[config.mk]
export PLATFORM = sky130hd
export DESIGN_NAME = quad_input_stage
export DESIGN_NICKNAME = d
export VERILOG_FILES = /design/src/rtl/quad_input_stage.sv
export SDC_FILE = /design/constraint.sdc
export NUM_CORES = 1
export LEC_CHECK = 0
export CAP_MARGIN = 10
export CORE_MARGIN = 8
export CORE_UTILIZATION = 53
export DETAILED_ROUTE_END_ITERATION = 6
export GPL_TIMING_DRIVEN = 0
export PLACE_DENSITY_LB_ADDON = 0.15
export SLEW_MARGIN = 40
export SYNTH_ARGS = -nofsm -noshare
export SYNTH_HDL_FRONTEND = slang
export SYNTH_SLANG_ARGS = --single-unit
[constraint.sdc]
create_clock -name clk -period 1.95 [get_ports clk]
set_clock_uncertainty 0.2 [all_clocks]
set_input_delay 0.4875 -clock clk [delete_from_list [all_inputs] [get_ports clk]]
set_output_delay 0.4875 -clock clk [all_outputs]
set_load 0.1 [all_outputs]
[src/rtl/quad_input_stage.sv]
// Quadrature encoder front end: pin synchroniser, per-bit noise filter and
// Gray-code decoder producing inc/dec pulses and a sticky illegal-step flag.
module quad_input_stage #(
    parameter int FILTER = 4,
    parameter bit FULL   = 1'b1
) (
    input  logic       clk,
    input  logic       rst,
    input  logic [1:0] q,
    input  logic       err_clr,
    output logic       inc,
    output logic       dec,
    output logic       err,
    output logic [1:0] q_filt,
    output logic       ready
);

    typedef enum logic [1:0] {
        S_RESET,
        S_INIT,
        S_RUN
    } state_t;

    localparam logic [3:0] FLT = 4'(FILTER);

    state_t          state;
    logic [1:0]      sync1;
    logic [1:0]      sync2;
    logic [1:0]      prev;
    logic [1:0]      init_cnt;
    logic [1:0][3:0] fcnt;

    logic [1:0] nat;
    logic [1:0] nat_prev;
    logic [1:0] d;
    logic       fwd;
    logic       rev;
    logic       bad;

    always_comb begin
        nat      = {q_filt[1], q_filt[1] ^ q_filt[0]};
        nat_prev = {prev[1], prev[1] ^ prev[0]};
        d        = nat - nat_prev;
        bad      = (d == 2'd2);
        if (FULL) begin
            fwd = (d == 2'd1);
            rev = (d == 2'd3);
        end else begin
            // x1 mode counts only the wrap through nat 3 <-> 0
            fwd = (nat_prev == 2'd3) && (nat == 2'd0);
            rev = (nat_prev == 2'd0) && (nat == 2'd3);
        end
    end

    always_ff @(posedge clk) begin
        if (rst) begin
            state    <= S_RESET;
            sync1    <= '0;
            sync2    <= '0;
            prev     <= '0;
            init_cnt <= '0;
            fcnt     <= '0;
            q_filt   <= '0;
            inc      <= 1'b0;
            dec      <= 1'b0;
            err      <= 1'b0;
            ready    <= 1'b0;
        end else begin
            sync1 <= q;
            sync2 <= sync1;
            inc   <= 1'b0;
            dec   <= 1'b0;
            unique case (state)
                S_RESET: begin
                    state    <= S_INIT;
                    init_cnt <= '0;
                end
                S_INIT: begin
                    // filter bypassed so pins resting non-zero load silently
                    q_filt <= sync2;
                    prev   <= q_filt;
                    fcnt   <= '0;
                    if (init_cnt == 2'd2) begin
                        state <= S_RUN;
                        ready <= 1'b1;
                    end else begin
                        init_cnt <= init_cnt + 2'd1;
                    end
                end
                S_RUN: begin
                    prev <= q_filt;
                    inc  <= fwd;
                    dec  <= rev;
                    if (bad) begin
                        err <= 1'b1;
                    end else if (err_clr) begin
                        err <= 1'b0;
                    end
                    for (int i = 0; i < 2; i++) begin
                        if (sync2[i] != q_filt[i]) begin
                            if (fcnt[i] + 4'd1 == FLT) begin
                                q_filt[i] <= sync2[i];
                                fcnt[i]   <= '0;
                            end else begin
                                fcnt[i] <= fcnt[i] + 4'd1;
                            end
                        end else begin
                            fcnt[i] <= '0;
                        end
                    end
                end
                default: state <= S_RESET;
            endcase
        end
    end

endmodule

==> metrics.md <==
| Metric | Value |
|---|---|
| Hold_ws | around 0.26 ns |
| Number of diodes | 0 |
| Status | finished, final reports clean |
| Fmax | about 540 MHz |
| Worst EP arrival | 1.17 ns |
| Final Cell Area | 1350 sq um |
| Final Max Slew Viols | 0 |
| Final worst setup slack | between 0.09 and 0.1 ns |
| Routed WL per cell | approximately 12 um |
| Gr usage total | between 10% and 20% |
| Layout area overhead | 13.8% |
| Die area | between 4000 and 5000 sq um |
| Worst setup EP type | output pin |
| GRT overflow | 0 |
| Unrepaired setup endpoints after global routing | false |
| Setup violators final | 0 |
| Critical path class | flip-flop to output pin |
| Die Width | 63.4 um |
| Syn Nets | 150 |
| Die Y | about 63 um |
| Slew @ Worst Pin | 0.482 ns |
| Max-cap violation count | 0 |
| Core box area | 2170 sq um |
| Place WS | approximately 0.025 ns |
| Post-Syn Area | 1190 sq um |
| CP bufs+invs | 1 |
| Critical-path top delay cell | buf_2 |
| Setup Buffers After CTS | 0 |
| Vias post-DR | 932 |
| DPL Wire Length | 1.53 mm |
| Clock latency on the worst-skew pair | 0.31 ns |
| Post-CTS Hold Buffers | 0 |
| Period utilization | between 90% and 100% |
| Sink Count | 24 |
| Largest net degree at the start of global routing | 14 |
| Deepest level of the CTS H-tree | 1 |
| CP max stage delay | 0.45 ns |
| Reg clk slew, reported paths | approximately 0.13 ns |
| Nets | around 160 |
| Hold Path Class | flip-flop to flip-flop |
| Distinct cell type count after synthesis | 37 |
| Post_cts resized | 0 |
| Hold Fails Final Rpt | 0 |
| Crit-path cells | buf_2 |
| Via/cell ratio | about 5.3 |
| First-pass DRT Iterations | 4 |
| Seq/Total Area, Yosys | between 40% and 50% |
| Synth Instances | roughly 140 |
| Top delay family on crit path | buffers and inverters |
| Final Routed Wirelength | about 2.1 mm |
| YS warnings | 0 |
| First-pass GRT wire length | about 3.7 mm |
| Final Critical Period | 1.86 ns |
| CTS Buf Count | 3 |
| IO Pins | 11 |
| Placed Area | between 1000 and 1500 sq um |
| Flops & latches, synth | 24 |
| Util after Layout | a little over 60% |
| Pleak | between 0.5 and 0.6 nW |
| Maximum vdd drop | about 0.37 mV |
| Port Buffers | 9 |
| CTS tree | done |
| Clock Tree Buf Depth | 2 |
| Slew Limit Headroom | 67.9% |
| Initial antenna violation count | 0 |
| FP Rows | 17 |
| Crit start category | flip-flop |
| Crit path required time | 1.26 ns |
| Cell Pwr Density | 673 nW/um^2 |
| Syn Area/Cell | ~9 sq um |
| Vias in the first global route | 863 |
| Share of cells above drive strength 1 | about 14% |
| Initial core utilization | a little over half |
| GP Congestion | approximately 0.73 |
| Root buffer cell | clkbuf_4 |
| Residual DRC count | 0 |
| Iter 0 DRT Violations | 23 |
| Critical path fanouts, max | 6 |
| Post-route ant nets | 0 |
-- stage by stage --
| stage | TNS, ns | instances | total power [mW] |
|---|---|---|---|
| 2_1_floorplan | 0 | 136 | 0.627 |
| 3_3_place_gp | -1.19 | 173 | 0.656 |
| 6_report | 0 | 177 | 0.911 |
| 4_1_cts | 0 | 177 | 0.912 |
| 3_5_place_dp | 0 | 173 | 0.655 |
| 5_1_grt | 0 | 177 | 0.961 |
-- cell type report --
type                    count  area [sq um]
plain buffers               4          17.5
clock buffers               4          36.3
fillers                   213           816
inverters                   8          30.0
multi-input cells         100           688
flip-flops and latches     24           487
well taps                  28          35.0
repair buffers              9          60.1
-- cell usage after synthesis --
cell type / count / area share (%)
or2_4: 1 / 0.74
dfxtp_1: 24 / 40
mux2i_1: 4 / 3.4
o21a_1: 1 / 0.63
inv_1: 8 / 2.5
o31ai_1: 1 / 0.63
nand3_1: 4 / 1.7
ha_1: 9 / 9.5
nand2b_1: 7 / 3.7
clkbuf_2: 1 / 0.42
nor3_1: 2 / 0.84
o21ai_0: 1 / 0.42
nand2_1: 7 / 2.2
a2111oi_0: 1 / 0.74
or2b_1: 1 / 0.63
buf_1: 1 / 0.32
nor2b_1: 8 / 4.2
and3_1: 1 / 0.53
clkbuf_1: 2 / 0.63
or4_1: 2 / 1.3
o41ai_1: 1 / 0.74
or3_1: 1 / 0.53
a32oi_1: 1 / 0.74
o211ai_1: 1 / 0.63
nor3b_1: 1 / 0.63
a21oi_1: 11 / 4.6
a21o_1: 2 / 1.3
nor2_1: 17 / 5.4
o221ai_1: 1 / 0.74
a31oi_1: 1 / 0.53
nand3b_1: 1 / 0.63
xor2_1: 1 / 0.74
nand4b_1: 1 / 0.74
a311oi_1: 2 / 1.5
nand2_2: 1 / 0.53
o21ai_1: 1 / 0.42
xnor2_1: 6 / 4.4
-- routing by layer --
layer	wire, um	GRT usage (%)	part of all wire [%]	up-vias
met5	0	0	0	-
met4	27	5.01	1.3	0
met3	78	3.36	3.7	4
met2	888	16.7	43	13
met1	1090	13.9	52	420
li1	-	-	-	495
-- registers in the layout, summed over array words and instances (netlist names) --
name and cells:
q_filt 2, ready 1, sync2 2, prev 2
init_cnt 2, sync1 2, state 2, inc 1
fcnt 8, dec 1, err 1
-- path summary, 6_finish.rpt --
| check | from | end | slack [ns] | cells after the start |
|---|---|---|---|---|
| max | q_filt[1]$_SDFFE_PP0P_ | q_filt[1] | 0.09 | 1 |
| min | sync1[0]$_SDFF_PP0_ | sync2[0]$_SDFF_PP0_ | 0.26 | 1 |
| max reg2reg | state[0]$_SDFFE_PP0P_ | fcnt[4]$_SDFFE_PP0P_ | 0.10 | 6 |
| min reg2reg | sync1[0]$_SDFF_PP0_ | sync2[0]$_SDFF_PP0_ | 0.26 | 1 |
-- logic make-up after synthesis --
logic type / share of synthesized area [%]
compound gates: 13.6
xor+xnor: 5.15
fa+ha+maj: 9.46
buf+inv: 3.89
flops: 40.4
mux: 3.37
simple gates: 24.2
-- power breakdown --
| part | switching, mW | internal (mW) |
|---|---|---|
| Clock | 0.143 | 0.114 |
| Combinational | 0.0812 | 0.0565 |
| Sequential | 0.0106 | 0.505 |
-- placed cells by master, fill, tap and decap left out, drive strengths merged, types with 2 or more instances in the layout --
cell type / count
dfxtp: 24
nor2: 17
a21oi: 11
ha: 9
inv: 8
nor2b: 8
nand2: 8
nand2b: 7
buf: 7
clkbuf: 7
xnor2: 6
mux2i: 4
nand3: 4
clkdlybuf4s50: 3
or4: 2
a21o: 2
nor3: 2
a311oi: 2
o21ai: 2
(Power assumes the default switching activity.)
==> patch 1 (same settings) <==
`FULL`: 1'b1 -> 1'b0.
--- a/src/rtl/quad_input_stage.sv
+++ b/src/rtl/quad_input_stage.sv
@@ -2,7 +2,7 @@
 // Gray-code decoder producing inc/dec pulses and a sticky illegal-step flag.
 module quad_input_stage #(
     parameter int FILTER = 4,
-    parameter bit FULL   = 1'b1
+    parameter bit FULL   = 1'b0
 ) (
     input  logic       clk,
     input  logic       rst,
Behaviour: not the same (Yosys sat finds a counterexample within 10 cycles, from zero or initial values and one cycle with rst high).
==> patch 1 against the original RTL <==
Count of clock-buffer cells in the layout is the same. Register-to-register slack gained 40 ps. Routed wire length grew 5.1%. Global-route usage grew 0.99 points. Synthesized cell count shrank 3.7%. Worst hold slack gained 2.6 ps. Power shrank 0.73%. Sequential cell count is the same. Setup slack lost 32 ps. Synthesized area shrank 4.3%. Cell area shrank 3.5%. Die area shrank 3.2%. Via count grew 0.32%.
==> patch 1: results (changes against the original RTL) <==
[yosys]
async_reset_ff_frac=0  ; unchanged
ys_warn_count=0  ; unchanged
synthTopCellsByCount=24 x dfxtp_1, 20 x nor2_1, 12 x inv_1  ; was 24 x dfxtp_1, 17 x nor2_1, 11 x a21oi_1
synth_nets=147  ; was 150
ys_types=28  ; was 37
synth_area_leaders=dfxtp_1 42%, ha_1 12%, nor2_1 6.6%  ; was dfxtp_1 40%, ha_1 9.5%, nor2_1 5.4%
yosysSeqAreaShare=0.422  ; was 0.404

[final_layout]
nFillCells=192  ; was 213
regMostFlops=fcnt  ; unchanged
drive_above_1_share=0.145  ; was 0.141
insertedDiodeCount=0  ; unchanged
nets=162  ; was 164
largest_reg_flops=8  ; unchanged

[setup_path]
crit_slowest_cell=buf_2  ; unchanged
slowest_delay_ps=450  ; about the same
crit_family=buffers and inverters  ; unchanged
worst-path-max-fanout=7  ; was 6
cp.arrival_ps=1200  ; was 1170 ps

[pwr]
vdd_drop_max_uv=529  ; was 369 uV
leakage_nw=0.521  ; was 0.535 nW
swShare=0.258  ; about the same

[placed_design]
numPortBuffers=10  ; was 9
gp_congestion=0.850  ; was 0.733
place_ws_ps=-7.95  ; was 24.8 ps
hpwl_um=1720  ; was 1530 um

[clock_network]
h-tree-depth=1  ; unchanged
numCtsBuffers=3  ; unchanged
clockRootBuffer=clkbuf_4  ; unchanged
clk_latency_ps=320
path_clk_slew_ps=130  ; about the same
cts_max_path_buffers=2  ; unchanged

[global_routing]
overflow=0  ; unchanged
grt_usage=0.120  ; was 0.110
grt_pass1_vias=971  ; was 863
grt_pass1_wl_um=3950  ; was 3730 um
antenna_found_initial=0  ; unchanged
grt_max_degree=14  ; unchanged

[status]
status=finished clean  ; unchanged

[route]
first_pass_iters=4  ; unchanged
drt-initial-drc-count=53  ; was 23
num_vias=935  ; was 932
wl_per_cell_um=12.8  ; was 11.8 um

[timing]
tightest_slew_ps=492  ; was 482 ps

[hold_path]
hold_path.class=register to register  ; unchanged

==> patch 1: changes by cell type after synthesis, moves of 3 or more <==
cell,before,now
nand2b_1,7,1
inv_1,8,12
nand2_1,7,11
nor2_1,17,20
==> patch 1: worst paths after layout <==
check / start / to / slack, ps / cells after the start
setup reg to reg: state[1] / fcnt[3] / 140 / 7
hold reg to reg: sync1[0] / sync2[0] / 260 / 1
setup / recovery: q_filt[1] / q_filt[1] / 60 / 1
hold / removal: sync1[0] / sync2[0] / 260 / 1
==> patch 1: stage by stage <==
| stage | cells | cell area [um^2] | hold slack, ps | setup TNS (ps) | total power (W) |
|---|---|---|---|---|---|
| floorplan | 131 | 1140 | 214 | 0 | 0.000621 |
| global placement | 168 | 1270 | 222 | -1210 | 0.000651 |
| detailed placement | 168 | 1240 | 233 | -7.95 | 0.000655 |
| CTS | 172 | 1280 | 263 | 0 | 0.000908 |
| global route | 172 | 1310 | 284 | 0 | 0.000953 |
| finish | 172 | 1310 | 260 | 0 | 0.000904 |
==> patch 1: routing by layer <==
metal / global-route usage / vias up / part of all wire / wire length [um]
li1: - / 475 / - / -
met1: 0.117 / 439 / 0.42 / 911
met2: 0.230 / 17 / 0.53 / 1150
met3: 0.0430 / 4 / 0.046 / 101
met4: 0.0342 / 0 / 0.012 / 27
met5: 0 / - / 0 / 0
==> patch 1: power by group through the flow <==
stage	sequential [W]	clock [W]	combinational, W
2_1_floorplan	0.000536	0	0.0000847
3_3_place_gp	0.000525	0	0.000126
3_5_place_dp	0.000526	0	0.000130
4_1_cts	0.000515	0.000263	0.000131
5_1_grt	0.000519	0.000282	0.000153
6_report	0.000515	0.000255	0.000134
==> patch 1: area by class of cell <==
cell class	count	area, um^2	area share
buffer	3	15.0	0.0115
clock buffer	4	36.3	0.0278
inverter	12	45.0	0.0345
multi-input combinational	92	619	0.474
sequential	24	487	0.373
tap	27	33.8	0.0259
timing repair buffer	10	70.1	0.0536
==> patch 1: cells by family after synthesis <==
logic type                 count (synthesis)  synth area share
adders and majority gates                 11             0.121
AOI/OAI and AO/OA                         21             0.120
muxes                                      4            0.0352
buffers and inverters                     15            0.0505
and+or+nand+nor                           51             0.213
xor gates and xnor gates                   5            0.0385
DFF                                       24             0.422
==> patch 1: repair_timing <==
item,CTS,global route
endpoints found under the setup margin,1,5
resized for setup,1,8
buffers inserted,0,0
hold buffers,0,0
gates cloned,0,0
==> patch 2 (config.mk and constraints unchanged) <==
Made on the original files. Register the output `err` once more, cleared by the reset; this adds one clock of latency there. The other outputs are not delayed to match.
--- a/src/rtl/quad_input_stage.sv
+++ b/src/rtl/quad_input_stage.sv
@@ -22,6 +22,8 @@
     } state_t;
 
     localparam logic [3:0] FLT = 4'(FILTER);
+
+    logic err_s0;
 
     state_t          state;
     logic [1:0]      sync1;
@@ -63,7 +65,7 @@
             q_filt   <= '0;
             inc      <= 1'b0;
             dec      <= 1'b0;
-            err      <= 1'b0;
+            err_s0   <= 1'b0;
             ready    <= 1'b0;
         end else begin
             sync1 <= q;
@@ -92,9 +94,9 @@
                     inc  <= fwd;
                     dec  <= rev;
                     if (bad) begin
-                        err <= 1'b1;
+                        err_s0 <= 1'b1;
                     end else if (err_clr) begin
-                        err <= 1'b0;
+                        err_s0 <= 1'b0;
                     end
                     for (int i = 0; i < 2; i++) begin
                         if (sync2[i] != q_filt[i]) begin
@@ -114,5 +116,13 @@
         end
     end
 
+    always_ff @(posedge clk) begin
+        if (rst) begin
+            err <= '0;
+        end else begin
+            err <= err_s0;
+        end
+    end
+
 endmodule
 
Check against the original RTL: not equivalent (a bounded check fails within 10 cycles, from zero or initial values and one cycle with rst high).
==> patch 2 against the original RTL <==
Power decreased by 1.3%. Via count up 5.0%. Cell area shrank 0.37%. Sequential share of layout area increased by 1.7 points. Sequential cell count is 1 higher. Routed wire length is 13% higher. Setup slack lost 11 ps. Synthesized area grew 2.0%. Utilization is 0.83 points lower. Maximum frequency decreased by 0.57%. Die area is 1.5% higher. Synthesized cell count grew 1.5%. Critical path type unchanged. Largest power group unchanged.
==> patch 2: results (changes against the original RTL) <==
[final_layout]
nFillCells=189  ; was 213
final-nonclk-buf-share=0.0575  ; was 0.0573
drive_above_1_share=0.132  ; was 0.141
nets=166  ; was 164
syn_to_final_growth_pct=11.1  ; was 13.8%
multi_input_gates=101  ; was 100
area_share_clock_buf_inv=0.0195  ; was 0.0268
multi_input_area_um2=672  ; was 688 um^2
design.seq.count=25  ; was 24
register_area_um2=508  ; was 487 um^2
n_all_buffers=13  ; unchanged

[pwr]
swShare=0.267  ; was 0.258
vdd_drop_max_uv=410  ; was 369 uV
leakage_nw=0.537  ; was 0.535 nW

[status]
status=finished clean  ; unchanged

[route]
drt-initial-drc-count=34  ; was 23
wl_per_cell_um=13.2  ; was 11.8 um
dr_wl_met2_um=1070  ; was 888 um
wl_met1_um=1130  ; was 1090 um
highest_layer=met4  ; unchanged
wl_met3_um=95  ; was 78 um
vias_per_cell=5.47  ; was 5.27
routed_wl_um=2360  ; was 2090 um

[global_routing]
grt_pass1_vias=954  ; was 863
grt_util_met3=0.0261  ; was 0.0336
gr-usage-met2=0.199  ; was 0.167
grt_usage=0.120  ; was 0.110
antenna_found_initial=0  ; unchanged
grt_pass1_wl_um=4000  ; was 3730 um
grtUsageMet1=0.138  ; was 0.139

[timing]
timing.final.crit_period_ps=1870  ; was 1860 ps
holdWs_ps=256  ; was 257 ps
tightest_slew_ps=495  ; was 482 ps

[floorplan]
die-area_mm2=0.00408  ; was 0.00402 mm^2

[placed_design]
place_ws_ps=27.8  ; was 24.8 ps
hpwl_um=1720  ; was 1530 um
place_area_mm2=0.00131  ; was 0.00129 mm^2
placed_cells=175  ; was 173
gp_congestion=0.901  ; was 0.733

[yosys]
synthTopCellsByCount=25 x dfxtp_1, 17 x nor2_1, 11 x a21oi_1  ; was 24 x dfxtp_1, 17 x nor2_1, 11 x a21oi_1
synth_nets=152  ; was 150
yosysSeqAreaShare=0.412  ; was 0.404
ys_types=35  ; was 37
synth_cells=138  ; was 136
async_reset_ff_frac=0  ; unchanged
synth_area_leaders=dfxtp_1 41%, ha_1 9.3%, nor2_1 5.3%  ; was dfxtp_1 40%, ha_1 9.5%, nor2_1 5.4%

[setup_path]
crit_start=q_filt[1]  ; unchanged

## patch 2: changes by cell type in the layout (fill, tap and decap cells not counted), sizes merged
cell and change:
dfxtp +1, nor2b +1
## patch 2: power groups by stage
| stage | Clock [W] | Combinational, W | Sequential (W) |
|---|---|---|---|
| 2_1_floorplan | 0 | 0.0000894 | 0.000558 |
| 3_3_place_gp | 0 | 0.000128 | 0.000546 |
| 3_5_place_dp | 0 | 0.000130 | 0.000547 |
| 4_1_cts | 0.000238 | 0.000131 | 0.000536 |
| 5_1_grt | 0.000256 | 0.000149 | 0.000538 |
| 6_report | 0.000230 | 0.000133 | 0.000536 |
## patch 2: logic make-up after synthesis
group           after synthesis  share of synthesized area
simple gates                 56                      0.240
compound gates               25                      0.133
flops                        25                      0.412
buf+inv                      12                     0.0381
fa+ha+maj                     9                     0.0928
xor+xnor                      7                     0.0505
mux                           4                     0.0330
